## src/rtl/fetch_unit_if.sv

```systemverilog
// fetch_unit_if: redirect, instruction-memory and decode-side handshakes of the fetch unit
interface fetch_unit_if;
  logic redirect;
  logic [31:0] redirect_pc;
  logic imem_req_valid;
  logic imem_req_ready;
  logic [31:0] imem_req_addr;
  logic imem_resp_valid;
  logic [31:0] imem_resp_data;
  logic inst_valid;
  logic inst_ready;
  logic [31:0] inst_data;
  logic [31:0] inst_pc;
  modport master (
    input redirect, redirect_pc, imem_req_ready, imem_resp_valid, imem_resp_data, inst_ready,
    output imem_req_valid, imem_req_addr, inst_valid, inst_data, inst_pc
  );
  modport slave (
    output redirect, redirect_pc, imem_req_ready, imem_resp_valid, imem_resp_data, inst_ready,
    input imem_req_valid, imem_req_addr, inst_valid, inst_data, inst_pc
  );
endinterface

```

## src/rtl/fetch_unit.sv

```systemverilog
// fetch_unit: single-outstanding instruction fetcher feeding a 2-entry {pc, word} buffer.
// Define FETCH_PIPELINE_EN to allow a new request in the cycle a response retires.
module fetch_unit #(
  parameter logic [31:0] RESET_PC = 32'h0000_0000
) (
  input logic clk,
  input logic rst_n,
  fetch_unit_if.master bus
);
  typedef enum logic [1:0] {IDLE, PEND, DROP} state_t;
  state_t state, state_n;
  logic [31:0] fetch_pc;
  logic [31:0] buf_pc [2];
  logic [31:0] buf_data [2];
  logic head;
  logic [1:0] count;
  logic fire, deq, enq, room, busy_n;
  assign bus.imem_req_addr = {fetch_pc[31:2], 2'b00};
  assign fire = bus.imem_req_valid && bus.imem_req_ready;
  assign deq = bus.inst_valid && bus.inst_ready;
  assign enq = bus.imem_resp_valid && state == PEND && !bus.redirect;
  // an outstanding kept response already owns one buffer slot
  assign room = ({1'b0, count} + {2'b00, state == PEND}) < 3'd2;
  assign bus.inst_valid = count != 2'd0;
  assign bus.inst_data = buf_data[head];
  assign bus.inst_pc = buf_pc[head];
  always_ff @(posedge clk or negedge rst_n)
    if (!rst_n) state <= IDLE;
    else state <= state_n;
  // busy_n: a request is still outstanding after this edge
  always_comb begin
    busy_n = fire || (state != IDLE && !bus.imem_resp_valid);
    state_n = !busy_n ? IDLE : bus.redirect ? DROP : fire ? PEND : state;
  end
  always_comb
`ifdef FETCH_PIPELINE_EN
    bus.imem_req_valid = rst_n && room && (state == IDLE || bus.imem_resp_valid);
`else
    bus.imem_req_valid = rst_n && room && state == IDLE;
`endif
  always_ff @(posedge clk or negedge rst_n)
    if (!rst_n) begin
      fetch_pc <= RESET_PC;
      count <= 2'd0;
      head <= 1'b0;
      buf_pc <= '{default: '0};
      buf_data <= '{default: '0};
    end else begin
      if (bus.redirect) fetch_pc <= bus.redirect_pc & ~32'd3;
      else if (fire) fetch_pc <= fetch_pc + 32'd4;
      count <= bus.redirect ? 2'd0 : count + {1'b0, enq} - {1'b0, deq};
      if (deq) head <= ~head;
      // fetch_pc is one word past the kept request while it is outstanding
      if (enq) begin
        buf_pc[head ^ count[0]] <= bus.imem_req_addr - 32'd4;
        buf_data[head ^ count[0]] <= bus.imem_resp_data;
      end
    end
endmodule
```

## src/flat_wrapper.sv

```systemverilog
// flat-port wrapper written by rule: the top's interface ports become plain ports
module fetch_unit_flat 
#(
  parameter logic [31:0] RESET_PC = 32'h0000_0000
)
  (clk, rst_n, bus_redirect, bus_redirect_pc, bus_imem_req_ready, bus_imem_resp_valid, bus_imem_resp_data, bus_inst_ready, bus_imem_req_valid, bus_imem_req_addr, bus_inst_valid, bus_inst_data, bus_inst_pc);
  fetch_unit_if bus_i ();
  input logic clk;
  input logic rst_n;
  input wire logic [$bits(bus_i.redirect)-1:0] bus_redirect;
  input wire logic [$bits(bus_i.redirect_pc)-1:0] bus_redirect_pc;
  input wire logic [$bits(bus_i.imem_req_ready)-1:0] bus_imem_req_ready;
  input wire logic [$bits(bus_i.imem_resp_valid)-1:0] bus_imem_resp_valid;
  input wire logic [$bits(bus_i.imem_resp_data)-1:0] bus_imem_resp_data;
  input wire logic [$bits(bus_i.inst_ready)-1:0] bus_inst_ready;
  output wire logic [$bits(bus_i.imem_req_valid)-1:0] bus_imem_req_valid;
  output wire logic [$bits(bus_i.imem_req_addr)-1:0] bus_imem_req_addr;
  output wire logic [$bits(bus_i.inst_valid)-1:0] bus_inst_valid;
  output wire logic [$bits(bus_i.inst_data)-1:0] bus_inst_data;
  output wire logic [$bits(bus_i.inst_pc)-1:0] bus_inst_pc;
  assign bus_i.redirect = bus_redirect;
  assign bus_i.redirect_pc = bus_redirect_pc;
  assign bus_i.imem_req_ready = bus_imem_req_ready;
  assign bus_i.imem_resp_valid = bus_imem_resp_valid;
  assign bus_i.imem_resp_data = bus_imem_resp_data;
  assign bus_i.inst_ready = bus_inst_ready;
  assign bus_imem_req_valid = bus_i.imem_req_valid;
  assign bus_imem_req_addr = bus_i.imem_req_addr;
  assign bus_inst_valid = bus_i.inst_valid;
  assign bus_inst_data = bus_i.inst_data;
  assign bus_inst_pc = bus_i.inst_pc;
  fetch_unit #(.RESET_PC(RESET_PC)) u_core (.clk(clk), .rst_n(rst_n), .bus(bus_i));
endmodule
```

## config.mk

```make
export PLATFORM = sky130hd
export DESIGN_NAME = fetch_unit_flat
export DESIGN_NICKNAME = d
export VERILOG_FILES = /design/src/rtl/fetch_unit_if.sv /design/src/rtl/fetch_unit.sv /design/src/flat_wrapper.sv
export SDC_FILE = /design/constraint.sdc
export NUM_CORES = 1
export LEC_CHECK = 0
export ABC_AREA = 1
export CORE_MARGIN = 1
export CORE_UTILIZATION = 25
export CTS_CLUSTER_DIAMETER = 200
export DETAILED_ROUTE_END_ITERATION = 8
export HOLD_SLACK_MARGIN = 0.1
export PLACE_DENSITY = 0.43
export SYNTH_ARGS = -nofsm -noshare
export SYNTH_HDL_FRONTEND = slang
export SYNTH_SLANG_ARGS = --single-unit
```

## constraint.sdc

```tcl
create_clock -name clk -period 1.44 [get_ports clk]
set_input_delay 0.216 -clock clk [delete_from_list [all_inputs] [get_ports clk]]
set_output_delay 0.216 -clock clk [all_outputs]
set_load 0.02 [all_outputs]
```

* Word-level counts from Yosys, hierarchy flattened *
Index checks and enable logic that the tools add are counted.

word-level totals
  bits in registers = 165
  bits in latches = 0
  memory bits (writable) = 0
  bits in read-only memories = 0
  input port bits = 70
  memories kept = 0

cells by class
  $add $sub $neg = 5
  multiply operators = 0
  divide/modulo/power cells = 0
  magnitude comparators = 4
  equality and inequality tests = 2
  shifts and indexed selects = 0
  mux-type cells = 16
  bitwise operators = 4
  reduce and logical (&&, ||, !) cells = 15

operator list
  operator                                                     number
  2-to-1 mux 32 bit                                            9
  bitwise mux 64 bit                                           2
  adder 32 x 3 -> 32 bit (second input constant)               1
  demux 32 bit (select 1 bit)                                  1
  subtractor 32 x 3 -> 32 bit (second input constant)          1
  logical AND 1 bit                                            8
  2-to-1 mux 2 bit                                             4
  nonzero test 2 bit                                           3
  greater-or-equal comparator 2 bit (second input constant)    2
  NOT 1 -> 2 bit                                               2
  adder 2 x 1 -> 3 bit                                         1
  less-than comparator 3 x 2 -> 1 bit (second input constant)  1
  inequality test 3 x 2 -> 1 bit (second input constant)       1
  adder 2 x 1 -> 2 bit                                         1
  == test 2 x 1 -> 1 bit (second input constant)               1
  zero test 1 bit                                              2
  zero test 2 bit                                              1
  less-than comparator 2 x 1 -> 1 bit (second input constant)  1
  subtractor 2 x 1 -> 2 bit                                    1
  logical OR 1 bit                                             1
  NOT 1 bit                                                    1
  bitwise XOR 1 bit                                            1

* Logic depth before layout (Yosys ltp) *
  depth after elaboration = 9
  gate-level depth with buffers = 11

* Worst setup path before layout *
OpenSTA, ideal clock, no wires.

  path kind = register to register
  start = reg u_core.fetch_pc[2]
  end = reg u_core.buf_pc[28] (netlist bit)
  library setup time = 0.117 ns
  arrival = 1.572 ns
  required time = 1.323 ns
  path slack = -0.249 ns
  stages on the path, launching flop included = 12
  buffers on the path = 0
  period minus slack after synthesis = 1.689 ns
  cell sequence = dfrtp_1 > inv_1 > ha_1 > inv_1 > nor2_1 > nand3_1 > nor2_2 > nand3_1 > nand2_1 > nand2_1 > nand2_1 > nand2_1

between the ends
  cells in the longest elaborated chain, start to end = 2

RTL lines
  item                            RTL line          RTL
  start: declaration              fetch_unit.sv:12  logic [31:0] fetch_pc;
  start signal: assignment        fetch_unit.sv:49  if (bus.redirect) fetch_pc <= bus.redirect_pc & ~32'd3;
  start signal: assignment        fetch_unit.sv:50  else if (fire) fetch_pc <= fetch_pc + 32'd4;
  subtractor 32 x 3 -> 32 bit     fetch_unit.sv:55  buf_pc[head ^ count[0]] <= bus.imem_req_addr - 32'd4;
  bitwise mux 64 bit              fetch_unit.sv:55
  end signal: indexed assignment  fetch_unit.sv:55
  end: declaration                fetch_unit.sv:13  logic [31:0] buf_pc [2];

Every way passes these cells.
A chain may end at the register's enable or synchronous reset.

* Final worst setup path *
  start = reg u_core.head
  end = out bus_inst_pc[7]

between the ends
  cells in the longest elaborated chain, start to end = 4

RTL lines
  item                                                   RTL line            RTL
  start: declaration                                     fetch_unit.sv:15    logic head;
  start signal: assignment                               fetch_unit.sv:52    if (deq) head <= ~head;
  NOT 1 -> 2 bit (implied by the code)                   fetch_unit.sv:26    assign bus.inst_pc = buf_pc[head];
  2-to-1 mux 32 bit (implied by the code) (3 in series)  fetch_unit.sv:26
  end: declaration                                       flat_wrapper.sv:20  output wire logic [$bits(bus_i.inst_pc)-1:0] bus_inst_pc;

Every way passes these cells. The select of a mux whose other input is x is not followed.

==> flow_summary.json <==
{
  "violations": "negative setup slack",
  "dieArea_mm2": 0.0353,
  "synth_fa_ha_area_share_pct": 0.579,
  "synth.area.mux_share_pct": 0,
  "synth_top_family_by_area": "simple AND/OR/NAND/NOR gates",
  "fin_area_mm2": 0.0163,
  "setup_violations": 224,
  "rsz0062_at_grt": "yes",
  "synth_cell_types": 32,
  "drc": 0,
  "synthSimpleGateAreaFrac_pct": 33.8,
  "synthXorXnorAreaFrac_pct": 2.92,
  "path_max_fanout": 8,
  "crit_arrival_ps": 1600,
  "dp_hpwl_um": 20600,
  "vias_per_cell": 4.52,
  "min_period_ps": 1820,
  "fp-row-count": 67,
  "final_common_cell": "nand2_1",
  "cts.sinks": 159,
  "synth_area_mm2": 0.00865,
  "p_leak_nw": 7.94,
  "place_ws_ps": -434,
  "cts_max_level": 4,
  "relSlewSlack_pct": 43.0,
  "yosysTopAreaCell": "dfrtp_1",
  "clock_skew_ps": 15.2,
  "worst_pin_slew_ps": 855,
  "hold_depth": 3,
  "synth_top_area_share_pct": 46.0,
  "grt_max_degree": 155,
  "cts_inserted_buffers": 17,
  "ys_seq_area_share_pct": 46.0,
  "layout_common_cells": "nand2_1, nand2_2, buf_4",
  "critPathKind": "flop to output pin",
  "ff2ff_path_depth": 10,
  "routed_wl_um": 36800,
  "r2r_setup_slack_ps": -330,
  "final_max_slew_viol_count": 0,
  "synthTopCellsByArea": "dfrtp_1, nand2_1, nor2_1",
  "p_sw_share_pct": 40.7,
  "area_delta_synth_final_pct": 88.8,
  "antenna_found_initial": 0,
  "initial_core_util_pct": 25.6,
  "hold_end": "u_core.fetch_pc[15]$_DFFE_PN0P_",
  "clock.fmax_mhz": 550,
  "combPwrFrac_pct": 54.9,
  "worstHoldPathType": "input pin to flop",
  "finalWorstSetupSlack_ps": -377,
  "drt-initial-drc-count": 558,
  "final_hold_viol_count": 0,
  "core_region_area_mm2": 0.0338,
  "yosys_warnings": 0,
  "synth-edff-count": 0,
  "drive_gt1_share_pct": 49.8,
  "grt-ovfl-total": 0,
  "grt_pass1_vias": 9182,
  "drt_pass1_iterations": 5,
  "status": "complete, but fails checks",
  "synthFlopType": "dfrtp_1",
  "final_core_util_pct": 48.3,
  "power_density_mw_per_mm2": 1710,
  "critPathRequiredTime_ps": 1220,
  "final_nets": 1686,
  "synth_cells": 1235,
  "routabilityCongestion": 0.813,
  "die_w_um": 188,
  "numPortBuffers": 161,
  "hold_ws_ps": 338,
  "ir_worst_vdd_uv": 1030,
  "r2r_end": "u_core.buf_pc[42]$_DFFE_PN0P_",
  "hp-start": "bus_redirect_pc[15]",
  "placed_area_mm2": 0.0117,
  "cp-start-kind": "flop",
  "fin_crit_sh_pct": 126,
  "synth_compound_area_share_pct": 8.35,
  "intPower_w": 0.0166,
  "die_h_um": 188,
  "switchingPower_w": 0.0114,
  "wire_per_inst_um": 17.8,
  "layout.cells.non_filler": 2072,
  "cts_tree": "done",
  "clock_path_buffers": 2,
  "root_buffer": "clkbuf_16",
  "diodes": 0,
  "clkTransAtPathRegs_ps": 80,
  "grt_pass1_wl_um": 53500,
  "dpl.cell_count": 1918,
  "synth_area_per_cell_um2": 7.00,
  "clkPwrFrac_pct": 17.7,
  "critPathCaptureType": "output pin",
  "grt_usage_pct": 19.8,
  "p_seq_share_pct": 27.4,
  "ys_async_sr_fraction_pct": 100,
  "drv_cap": 0,
  "num_vias": 9368,
  "reg2reg_from": "u_core.head$_DFFE_PN0P_",
  "ant_nets": 0,
  "ys_ff_latch": 159,
  "ios": 168,
  "clkLatencyLatePin_ps": 440
}
[per-stage QoR]
| step | TNS, ps | total power [W] |
|---|---|---|
| after floorplan | -442 | 0.0121 |
| after global placement | -50770 | 0.0169 |
| after detailed placement | -51870 | 0.0169 |
| after CTS | -60870 | 0.0251 |
| after global routing | -66500 | 0.0294 |
| final | -54530 | 0.0279 |
[worst max-delay path by stage]
stage | slack (ps) | startpoint | cells past startpoint | endpoint
floorplan | -80 | u_core.fetch_pc[2]$_DFFE_PN0P_ | 11 | u_core.buf_pc[28]$_DFFE_PN0P_
global placement | -450 | u_core.head$_DFFE_PN0P_ | 3 | bus_inst_pc[11]
detailed placement | -430 | u_core.head$_DFFE_PN0P_ | 3 | bus_inst_pc[11]
CTS | -420 | u_core.head$_DFFE_PN0P_ | 5 | bus_inst_data[11]
global route | -410 | u_core.head$_DFFE_PN0P_ | 6 | bus_inst_pc[7]
finish | -380 | u_core.head$_DFFE_PN0P_ | 6 | bus_inst_pc[7]
[repair_timing]
item | 4_1_cts | 5_1_grt
setup buffers | 51 | 48
cloned | 31 | 14
setup endpoints to repair | 251 | 267
hold endpoints to repair | 159 | 0
hold buffers | 1 | 0
gates resized for setup | 748 | 444
pin swaps | 78 | 117
[power by group through the flow]
stage | sequential [W] | combinational [W] | clock, W
after global placement | 0.00720 | 0.00966 | 0
final | 0.00766 | 0.0153 | 0.00496
after detailed placement | 0.00720 | 0.00973 | 0
after floorplan | 0.00698 | 0.00510 | 0
after global routing | 0.00784 | 0.0163 | 0.00527
after CTS | 0.00726 | 0.0128 | 0.00505
[layer usage]
metal | share of wire (%) | up-vias | wire, um | track usage [%]
li1 | - | 4587 | - | -
met1 | 46 | 4522 | 16900 | 27.3
met2 | 49 | 236 | 18000 | 32.7
met3 | 4.3 | 23 | 1590 | 3.20
met4 | 1.0 | 0 | 380 | 4.13
met5 | 0 | - | 0 | 0
[layout make-up]
cell class,instances,area (um2)
inverter,103,420
fill,3236,17500
timing repair buffer,419,4950
clock inverter,14,199
multi-input combinational,912,5750
tap,448,561
clock buffer,17,425
sequential,159,4020
[cells by family after synthesis]
| kind of cell | count (synthesis) |
|---|---|
| xor gates and xnor gates | 28 |
| DFF | 159 |
| and+or+nand+nor | 739 |
| buffers and inverters | 167 |
| adders and majority gates | 4 |
| AOI/OAI and AO/OA | 137 |
| other | 1 |
[sequential cells by signal, indices dropped and copies added (netlist names)]
name,cells
u_core.buf_data,64
u_core.buf_pc,60
u_core.count,2
u_core.fetch_pc,30
u_core.head,1
u_core.state,2
[synthesized netlist by cell type (all sizes together) (2+ instances only)]
cell,instances
nand2,563
nand4,10
nor2,114
ha,4
o21ai,121
dfrtp,159
a31oi,2
inv,103
o211ai,8
buf,40
xnor2,6
o21bai,3
nand3,51
clkbuf,24
xor2,22
[critical path, stage by stage, from the launching register on]
cell and delay [ps]:
dfrtp_2 450, clkinv_4 120, buf_12 170, buf_12 140, nand2_1 100, nand2_4 60, buf_6 120
No activity file was read; power rests on OpenSTA's default activity.
